File: config.mk
export PLATFORM = sky130hd
export DESIGN_NAME = spi_regfile_periph
export DESIGN_NICKNAME = d
export VERILOG_FILES = /design/src/rtl/spi_regfile_periph.sv
export SDC_FILE = /design/constraint.sdc
export NUM_CORES = 1
export LEC_CHECK = 0
export ABC_AREA = 1
export CORE_MARGIN = 5
export CORE_UTILIZATION = 55
export DETAILED_ROUTE_END_ITERATION = 16
export PLACE_DENSITY = 0.81
export RECOVER_POWER = 100
export SLEW_MARGIN = 40
export SYNTH_ARGS = -nofsm -noshare
export SYNTH_HDL_FRONTEND = slang
export SYNTH_SLANG_ARGS = --single-unit
File: constraint.sdc
create_clock -name sclk -period 5.3 [get_ports sclk]
set_input_delay 0.795 -clock sclk [delete_from_list [all_inputs] [get_ports sclk]]
set_output_delay 0.795 -clock sclk [all_outputs]
set_load 0.01 [all_outputs]
File: src/rtl/spi_regfile_periph.sv
// SPI peripheral register file: write/read-back frames clocked by sclk.
// Frame = rw bit, address, data, all MSB first; read data on cipo.
module spi_regfile_periph #(
  parameter int DATA_W = 8,
  parameter int ADDR_W = 7,
  parameter int NUM_REGS = 5,
  parameter logic [DATA_W-1:0] RESET_VAL = '0
) (
  input  logic                       sclk,
  input  logic                       rst_n,
  input  logic                       cs_n,
  input  logic                       copi,
  output logic                       cipo,
  output logic                       cipo_oe,
  output logic [NUM_REGS*DATA_W-1:0] regs_flat,
  output logic                       wr_valid,
  output logic [ADDR_W-1:0]          wr_addr,
  output logic                       addr_err
);

  localparam int FRAME_W = 1 + ADDR_W + DATA_W;
  localparam int CW = $clog2(FRAME_W + 1);
  localparam logic [CW-1:0] CNT_LA = CW'(ADDR_W);
  localparam logic [CW-1:0] CNT_LD = CW'(FRAME_W - 1);
  localparam logic [CW-1:0] CNT_DONE = CW'(FRAME_W);
  localparam logic [ADDR_W:0] NREG = (ADDR_W + 1)'(NUM_REGS);

  typedef enum logic [1:0] {
    S_RW,
    S_ADDR,
    S_DATA,
    S_DONE
  } state_e;

  logic              frm_rst_n;
  state_e            st;
  logic [CW-1:0]     cnt_q, cnt_d;
  logic              rw_q, rw_d;
  logic [ADDR_W-1:0] addr_q, addr_d;
  logic [DATA_W-1:0] data_q, data_d;
  logic [DATA_W-1:0] rd_q, rd_d;
  logic              cipo_q, cipo_d;
  logic              oe_q, oe_d;
  logic              wv_q, wv_d;
  logic [DATA_W-1:0] regs_q [NUM_REGS];
  logic [DATA_W-1:0] regs_d [NUM_REGS];
  logic [ADDR_W-1:0] wr_addr_q, wr_addr_d;
  logic              addr_err_q, addr_err_d;

  logic [ADDR_W:0]   addr_shl;
  logic [DATA_W:0]   data_shl;
  logic [ADDR_W-1:0] addr_nxt;
  logic [DATA_W-1:0] data_nxt;
  logic [DATA_W-1:0] rd_sel;
  logic [DATA_W-1:0] rd_shl;
  logic              addr_ok;

  // Frame state is held clear whenever the chip is deselected.
  assign frm_rst_n = rst_n & ~cs_n;

  always_comb begin
    st = S_DATA;
    unique case (1'b1)
      (cnt_q == '0):                      st = S_RW;
      (cnt_q != '0 && cnt_q <= CNT_LA):   st = S_ADDR;
      (cnt_q > CNT_LA && cnt_q < CNT_DONE): st = S_DATA;
      (cnt_q >= CNT_DONE):                st = S_DONE;
    endcase
  end

  always_comb begin
    addr_shl = {addr_q, copi};
    data_shl = {data_q, copi};
    addr_nxt = addr_shl[ADDR_W-1:0];
    data_nxt = data_shl[DATA_W-1:0];
    rd_shl   = rd_q << 1;
    addr_ok  = {1'b0, addr_q} < NREG;
    rd_sel   = '0;
    for (int i = 0; i < NUM_REGS; i++) begin
      if (addr_nxt == ADDR_W'(i)) rd_sel = regs_q[i];
    end
  end

  always_comb begin
    cnt_d      = cnt_q;
    rw_d       = rw_q;
    addr_d     = addr_q;
    data_d     = data_q;
    rd_d       = rd_q;
    cipo_d     = cipo_q;
    oe_d       = oe_q;
    wv_d       = 1'b0;
    regs_d     = regs_q;
    wr_addr_d  = wr_addr_q;
    addr_err_d = addr_err_q;
    unique case (st)
      S_RW: begin
        rw_d  = copi;
        cnt_d = cnt_q + 1'b1;
      end
      S_ADDR: begin
        addr_d = addr_nxt;
        cnt_d  = cnt_q + 1'b1;
        if (cnt_q == CNT_LA && !rw_q) begin
          rd_d   = rd_sel;
          cipo_d = rd_sel[DATA_W-1];
          oe_d   = 1'b1;
        end
      end
      S_DATA: begin
        data_d = data_nxt;
        cnt_d  = cnt_q + 1'b1;
        if (cnt_q == CNT_LD) begin
          cipo_d     = 1'b0;
          oe_d       = 1'b0;
          addr_err_d = !addr_ok;
          if (rw_q && addr_ok) begin
            for (int i = 0; i < NUM_REGS; i++) begin
              if (addr_q == ADDR_W'(i)) regs_d[i] = data_nxt;
            end
            wr_addr_d = addr_q;
            wv_d      = 1'b1;
          end
        end else if (!rw_q) begin
          rd_d   = rd_shl;
          cipo_d = rd_shl[DATA_W-1];
        end
      end
      S_DONE: begin
      end
    endcase
  end

  always_ff @(posedge sclk or negedge frm_rst_n) begin
    if (!frm_rst_n) begin
      cnt_q  <= '0;
      rw_q   <= 1'b0;
      addr_q <= '0;
      data_q <= '0;
      rd_q   <= '0;
      cipo_q <= 1'b0;
      oe_q   <= 1'b0;
      wv_q   <= 1'b0;
    end else begin
      cnt_q  <= cnt_d;
      rw_q   <= rw_d;
      addr_q <= addr_d;
      data_q <= data_d;
      rd_q   <= rd_d;
      cipo_q <= cipo_d;
      oe_q   <= oe_d;
      wv_q   <= wv_d;
    end
  end

  always_ff @(posedge sclk or negedge rst_n) begin
    if (!rst_n) begin
      for (int i = 0; i < NUM_REGS; i++) regs_q[i] <= RESET_VAL;
      wr_addr_q  <= '0;
      addr_err_q <= 1'b0;
    end else begin
      for (int i = 0; i < NUM_REGS; i++) regs_q[i] <= regs_d[i];
      wr_addr_q  <= wr_addr_d;
      addr_err_q <= addr_err_d;
    end
  end

  for (genvar g = 0; g < NUM_REGS; g++) begin : g_flat
    assign regs_flat[g*DATA_W +: DATA_W] = regs_q[g];
  end

  assign cipo     = cipo_q;
  assign cipo_oe  = oe_q;
  assign wr_valid = wv_q;
  assign wr_addr  = wr_addr_q;
  assign addr_err = addr_err_q;

endmodule

==> flow_summary.toml, run 1 <==
[status]
status = "finished, violations left"
failed_checks = "capacitance limit, slew limit"

[place]
gp_routability_congestion = 0.863
placed_cells = 546
portBuffers = 54
detailed_placer_s_ending_hpwl_um = 6320

[final_layout]
post_route_cells_drive_above_1_share = 0.0825
antenna_cells_inserted = 0
post_layout_nonfiller_instances = 562
layout_net_count = 487
area_growth_pct = 18.5
layout.filler_cells = 520

[pwr]
irDropWorstVdd_mv = 0.194
power.leakage_nw = 2.27
pwr_density_nw_per_um2 = 270

[floorplanning]
ioPinCount = 55
die-height_um = 91.7
floorplan.core_area_um2 = 6420
dieArea_um2 = 8410
die_width_um = 91.7
placement_rows = 29
initial_core_util = 0.572

[global_route]
grt_max_degree = 50
via_count_of_the_first_global_routing_pass = 3013
antenna_found_initial = 0
grt_util_all_layers = 0.229
global_route_wire_length_before_repair_um = 15200
grt_overflow = 0

[worst_setup_path]
worst-endpoint-required_ns = 5.55
timing.reg2reg.setup_slack_ns = 2.11
ws_path_type = "flip-flop to flip-flop"
critical_path.endpoint_type = "flip-flop"
timing.critical_path.from_type = "flip-flop"
critical_path_arrival_ns = 3.44
biggest_fanout_along_the_worst_timing_path = 24

[logic_synthesis]
synthesis.area_per_instance_um2 = 8.66
synth_largest_area_cell = "sky130_fd_sc_hd__dfrtp_1"
synthesis.instances = 424
synth.most_common_cell = "sky130_fd_sc_hd__nand2_1"
number_of_synthesized_register_bits = 78
async_reset_ff_frac = 1.00
synth_edf_count = 0
synth.yosys.warnings = 0
post_synth_top_cells = "129 x sky130_fd_sc_hd__nand2_1, 78 x sky130_fd_sc_hd__dfrtp_1, 39 x sky130_fd_sc_hd__inv_1"
yosysUniqueCellTypes = 31
postSynth.topFlopCell = "sky130_fd_sc_hd__dfrtp_1"
synth_fp_nets = 431
mappedNetlistArea_um2 = 3670
portion_of_the_post_synthesis_area_used_by_sequential_elements = 0.531
post_synth_main_area_contributors = "sky130_fd_sc_hd__dfrtp_1 53%, sky130_fd_sc_hd__nand2_1 13%, sky130_fd_sc_hd__inv_1 4.0%"
synth_top_cell_area_share = 0.531

[cts]
cts_tree = "built"
postCtsHoldBufs = 0
path_clk_slew_ns = 0.08
tritoncts_num_sinks = 78
cts_made_buffers = 9
postCtsSetupRepairBufs = 0
cts_buffer_depth = 2
cts.htree.levels = 3
cts_repair_resize_count = 0
cts_root_buffer = "sky130_fd_sc_hd__clkbuf_8"
clk_latency_ns = 0.35

[detailed_routing]
antenna_violating_nets_post_route = 0
detail_route.wirelength_um = 8840
vias = 3020
drt-initial-drc-count = 200
remaining_drc_errors = 0
routed_via_density = 5.37
wl_per_cell_um = 15.7
drt-pass1-iter-count = 5

[timing]
timing_worst_slew_pin_value_ns = 2.72
post-route-min-period_ns = 3.19
maxSlewViolCount = 50
fin_worst_skew_ns = 0.0118
max_freq_ghz = 0.314
final_setup_tns_ns = 0
min_period_over_period = 0.602
hold_violations = 0
final.hold.worst_slack_ns = 0.488
rsz0062_at_grt = "false"
timing.slew.headroom = -0.813
finalSetupViolCount = 0

[hold_path]
min_path_type = "flip-flop to flip-flop"

[run]
drv.max_cap_violation_count = 1
worst paths after layout:
kind,to,depth (start not counted),from
setup / recovery,regs_flat[16],8,cnt_q[0]
hold / removal,wr_addr[1],2,wr_addr[1]
setup reg to reg,regs_flat[16],8,cnt_q[0]
hold reg to reg,wr_addr[1],2,wr_addr[1]
max in group asynchronous,cnt_q[2],5,rst_n
min in group asynchronous,wr_valid,3,cs_n
area by class of cell:
type | instances | area (µm²) | share of cell area
clock buffer | 10 | 138 | 0.0316
clock inverter | 6 | 93.8 | 0.0216
inverter | 47 | 176 | 0.0405
multi-input combinational | 288 | 1350 | 0.310
sequential | 78 | 1950 | 0.448
tap | 77 | 96.3 | 0.0221
timing repair buffer | 56 | 547 | 0.126
kinds of logic (layout without fill, tap and decap cells):
| logic type | Yosys count | count (layout) | share of synthesized area |
|---|---|---|---|
| simple gates | 206 | 206 | 0.264 |
| flops | 78 | 78 | 0.531 |
| compound gates | 76 | 76 | 0.121 |
| buf+inv | 58 | 119 | 0.0668 |
| fa+ha+maj | 3 | 3 | 0.0102 |
| xor+xnor | 3 | 3 | 0.00715 |
routing by layer:
layer	vias to the layer above	GRT usage	wire length, µm
met5	-	0	0
met2	102	0.368	4320
met3	18	0.0450	428
met4	0	0.0953	208
met1	1434	0.304	3880
li1	1466	-	-
worst max-delay path, cell delays in order (launching register included):
cell and delay (ns):
sky130_fd_sc_hd__dfrtp_1 0.42, sky130_fd_sc_hd__ha_1 0.25, sky130_fd_sc_hd__inv_1 0.09, sky130_fd_sc_hd__nand2_1 0.05, sky130_fd_sc_hd__nand2_1 0.12, sky130_fd_sc_hd__nand2_1 0.47
sky130_fd_sc_hd__nor2_1 0.65, sky130_fd_sc_hd__nand3_1 0.62, sky130_fd_sc_hd__o21ai_0 0.40
report_power, final:
group | leakage, nW | switching, mW | internal, mW | total, mW
Clock | 0.118 | 0.227 | 0.282 | 0.509
Combinational | 1.13 | 0.0391 | 0.0129 | 0.0520
Sequential | 1.02 | 0.00834 | 0.606 | 0.615
Total | 2.27 | 0.274 | 0.901 | 1.18
placed cells by master, fill, tap and decap left out, types with 2 or more instances in the layout:
master                          netlist  final
sky130_fd_sc_hd__ha_1                 3      3
sky130_fd_sc_hd__o21ai_0             28     63
sky130_fd_sc_hd__nand2_1            129    132
sky130_fd_sc_hd__o21ai_2             16      2
sky130_fd_sc_hd__bufinv_16            0      2
sky130_fd_sc_hd__o21ai_1             25      4
sky130_fd_sc_hd__dlygate4sd3_1        0     52
sky130_fd_sc_hd__inv_2                7      6
sky130_fd_sc_hd__xor2_1               2      2
sky130_fd_sc_hd__nand3_1             17     19
sky130_fd_sc_hd__clkbuf_8             0     10
sky130_fd_sc_hd__a21oi_1              6      6
sky130_fd_sc_hd__nor3_1               5      6
sky130_fd_sc_hd__dfrtp_1             78     78
sky130_fd_sc_hd__nand2_4              4      2
sky130_fd_sc_hd__nor3_2               3      2
sky130_fd_sc_hd__nand2_2              6      5
sky130_fd_sc_hd__nor2_1              29     29
sky130_fd_sc_hd__nand4_1              2      4
sky130_fd_sc_hd__nor4_1               2      2
sky130_fd_sc_hd__nor2_2               1      2
sky130_fd_sc_hd__clkinv_4             0      2
sky130_fd_sc_hd__inv_1               39     40
state kept, by name, summed over array words and instances (netlist names):
| signal | count |
|---|---|
| cnt_q | 5 |
| wr_addr | 7 |
| wr_valid | 1 |
| cipo | 1 |
| cipo_oe | 1 |
| addr_q | 7 |
| data_q | 7 |
| rd_q | 7 |
| regs_flat | 40 |
| rw_q | 1 |
| addr_err | 1 |
per-stage QoR:
| step | setup WS (ns) | area [µm²] | util | power [mW] |
|---|---|---|---|---|
| floorplan | 2.84 | 3670 | - | 0.658 |
| global placement | 2.58 | 4250 | 0.662 | 0.681 |
| detailed placement | 2.53 | 4250 | 0.662 | 0.683 |
| CTS | 2.89 | 4490 | 0.698 | 1.19 |
| global route | 1.65 | 4350 | 0.678 | 1.22 |
| finish | 2.11 | 4350 | 0.678 | 1.18 |
Power figures use the tool's default switching activity.
==> run 2: changes to the inputs <==
--- a/config.mk
+++ b/config.mk
@@ -7,9 +7,9 @@
 export LEC_CHECK = 0
 export ABC_AREA = 1
 export CORE_MARGIN = 5
-export CORE_UTILIZATION = 55
+export CORE_UTILIZATION = 54
 export DETAILED_ROUTE_END_ITERATION = 16
-export PLACE_DENSITY = 0.81
+export PLACE_DENSITY = 0.8
 export RECOVER_POWER = 100
 export SLEW_MARGIN = 40
 export SYNTH_ARGS = -nofsm -noshare
==> constraint.sdc (replaced) <==
create_clock -name sclk -period 3.3 [get_ports sclk]
set_input_delay 0.495 -clock sclk [delete_from_list [all_inputs] [get_ports sclk]]
set_output_delay 0.495 -clock sclk [all_outputs]
set_load 0.01 [all_outputs]
==> run 2 against run 1 <==
  * The run now ends clean
  * Non-clock buffer count unchanged
  * Critical path type unchanged
  * Cell area increased by 0.43%
  * Hold slack worse by 0.19 ns
  * Critical endpoint is now regs_flat[0]
==> flow_summary.toml, run 2 (same netlist as run 1, synthesis figures left out) <==
[status]
status = "finished clean"

[worst_setup_path]
worst-endpoint-required_ns = 3.56
slowest_stage = "sky130_fd_sc_hd__nand2_1"
timing.critical_path.cells = "ha_1, inv_1, nand2_1, nand2_1, nand2_1, inv_2, nand4_2, o21ai_0"
critical_path_arrival_ns = 2.83
biggest_fanout_along_the_worst_timing_path = 24
ws_path_type = "flip-flop to flip-flop"
timing.reg2reg.setup_slack_ns = 0.73
cpMostUsedCell = "sky130_fd_sc_hd__nand2_1"
critical_path.endpoint_type = "flip-flop"
timing.critical_path.from_type = "flip-flop"
slowest_delay_ns = 0.55

[floorplanning]
die-height_um = 92.5
initial_core_util = 0.547
dieArea_um2 = 8550
ioPinCount = 55
floorplan.core_area_um2 = 6720
die_width_um = 92.5
placement_rows = 30

[place]
detailed_placer_s_ending_hpwl_um = 6650
gp_routability_congestion = 0.887
placed_cells = 549
portBuffers = 54

[pwr]
total_power_mw = 1.73
combinationalPowerShare = 0.049
irDropWorstVdd_mv = 0.272
p_sw_uw = 438
power.leakage_nw = 2.29
sequentialPowerShare = 0.573
pwr_density_nw_per_um2 = 395
share_of_power_burned_in_the_clock_network = 0.378
switch_share = 0.254
cell_internal_pwr_mw = 1.29

[timing]
min_period_over_period = 0.778
rsz0062_at_grt = "false"
finalSetupViolCount = 0
max_freq_ghz = 0.389
final_setup_tns_ns = 0
maxSlewViolCount = 0
timing.slew.headroom = 0.305
fin_worst_skew_ns = 0.0104
timing_worst_slew_pin_value_ns = 1.04
post-route-min-period_ns = 2.57
hold_violations = 0

[cts]
postCtsHoldBufs = 0
cts_repair_resize_count = 0
cts_root_buffer = "sky130_fd_sc_hd__clkbuf_8"
tritoncts_num_sinks = 78
cts_tree = "built"
cts_made_buffers = 9
cts_buffer_depth = 2
cts.htree.levels = 3
postCtsSetupRepairBufs = 0
clk_latency_ns = 0.36
path_clk_slew_ns = 0.08

[detailed_routing]
wl_per_cell_um = 16.2
routed_via_density = 5.42
antenna_violating_nets_post_route = 0
vias = 3064
drt-initial-drc-count = 192
detail_route.wirelength_um = 9160
drt-pass1-iter-count = 5
remaining_drc_errors = 0

[final_layout]
post_layout_nonfiller_instances = 565
post_route_cells_drive_above_1_share = 0.0948
ff_latch_area_um2 = 1950
layout_net_count = 487
layout.filler_cells = 592
multiInputGateArea_um2 = 1420
largest_register_ff_count = 40
final_cell_mix = "133 x sky130_fd_sc_hd__nand2_1, 78 x sky130_fd_sc_hd__dfrtp_1, 62 x sky130_fd_sc_hd__o21ai_0"
area_growth_pct = 19.0
antenna_cells_inserted = 0
layout_commonest_cell = "sky130_fd_sc_hd__nand2_1"

[hold_path]
min_path_type = "input port to async pin"

[global_route]
via_count_of_the_first_global_routing_pass = 3101
grt_overflow = 0
antenna_found_initial = 0
global_route_wire_length_before_repair_um = 15100
grt_util_all_layers = 0.226
grt_max_degree = 33

[run]
drv.max_cap_violation_count = 0
[run 2: cell types whose count changed in the layout (fill, tap and decap cells not counted), sizes merged]
cell,delta
bufinv,-2
clkinvlp,+2
clkbuf,+1
clkdlybuf4s50,+1
clkinv,-1
dlygate4sd3,-1
[run 2: through the flow]
stage | hold slack, ns | utilization | setup WS [ns] | instance area [µm²]
final | 0.301 | 0.651 | 0.732 | 4370
after global routing | 0.357 | 0.651 | 0.474 | 4370
after detailed placement | 0.461 | 0.634 | 0.825 | 4260
after global placement | 0.456 | 0.634 | 0.916 | 4260
after CTS | 0.0778 | 0.660 | 1.17 | 4430
after floorplan | 0.199 | - | 1.14 | 3670
[run 2: final timing paths]
kind / to / cells past startpoint / startpoint
setup reg to reg: regs_flat[0] / 8 / cnt_q[0]
setup / recovery: regs_flat[0] / 8 / cnt_q[0]
hold / removal: wr_addr[2] / 1 / rst_n
max in group asynchronous: cnt_q[0] / 4 / rst_n
hold reg to reg: wr_addr[2] / 2 / wr_addr[2]
min in group sclk: wr_addr[2] / 2 / wr_addr[2]
[run 2: cell type report]
cell class / instances / area share
sequential: 78 / 0.446
timing repair buffer: 56 / 0.126
tap: 80 / 0.0229
inverter: 47 / 0.0404
multi-input combinational: 288 / 0.325
clock inverter: 5 / 0.00773
clock buffer: 11 / 0.0323
[run 2: critical path: cells and delay by family, from the launching register on]
family                     cells  cell delay, ns
adders and majority gates      1            0.24
and+or+nand+nor                4            1.11
DFF                            1            0.41
AOI/OAI and AO/OA              1            0.32
buffers and inverters          2            0.39
[run 2: power by group through the flow]
stage                     Sequential (mW)  Clock [mW]  Combinational, mW
after detailed placement             1.01           0             0.0890
after CTS                           0.989       0.662             0.0897
after global routing                0.991       0.703             0.0980
after floorplan                      1.00           0             0.0541
after global placement               1.01           0             0.0866
final                               0.989       0.653             0.0850
[run 2: layer usage]
metal  vias to the layer above  track usage  share of wire
met5                         -            0              0
li1                       1462            -              -
met3                        23       0.0561          0.051
met1                      1452        0.282           0.43
met2                       127        0.375           0.50
met4                         0       0.0953          0.027
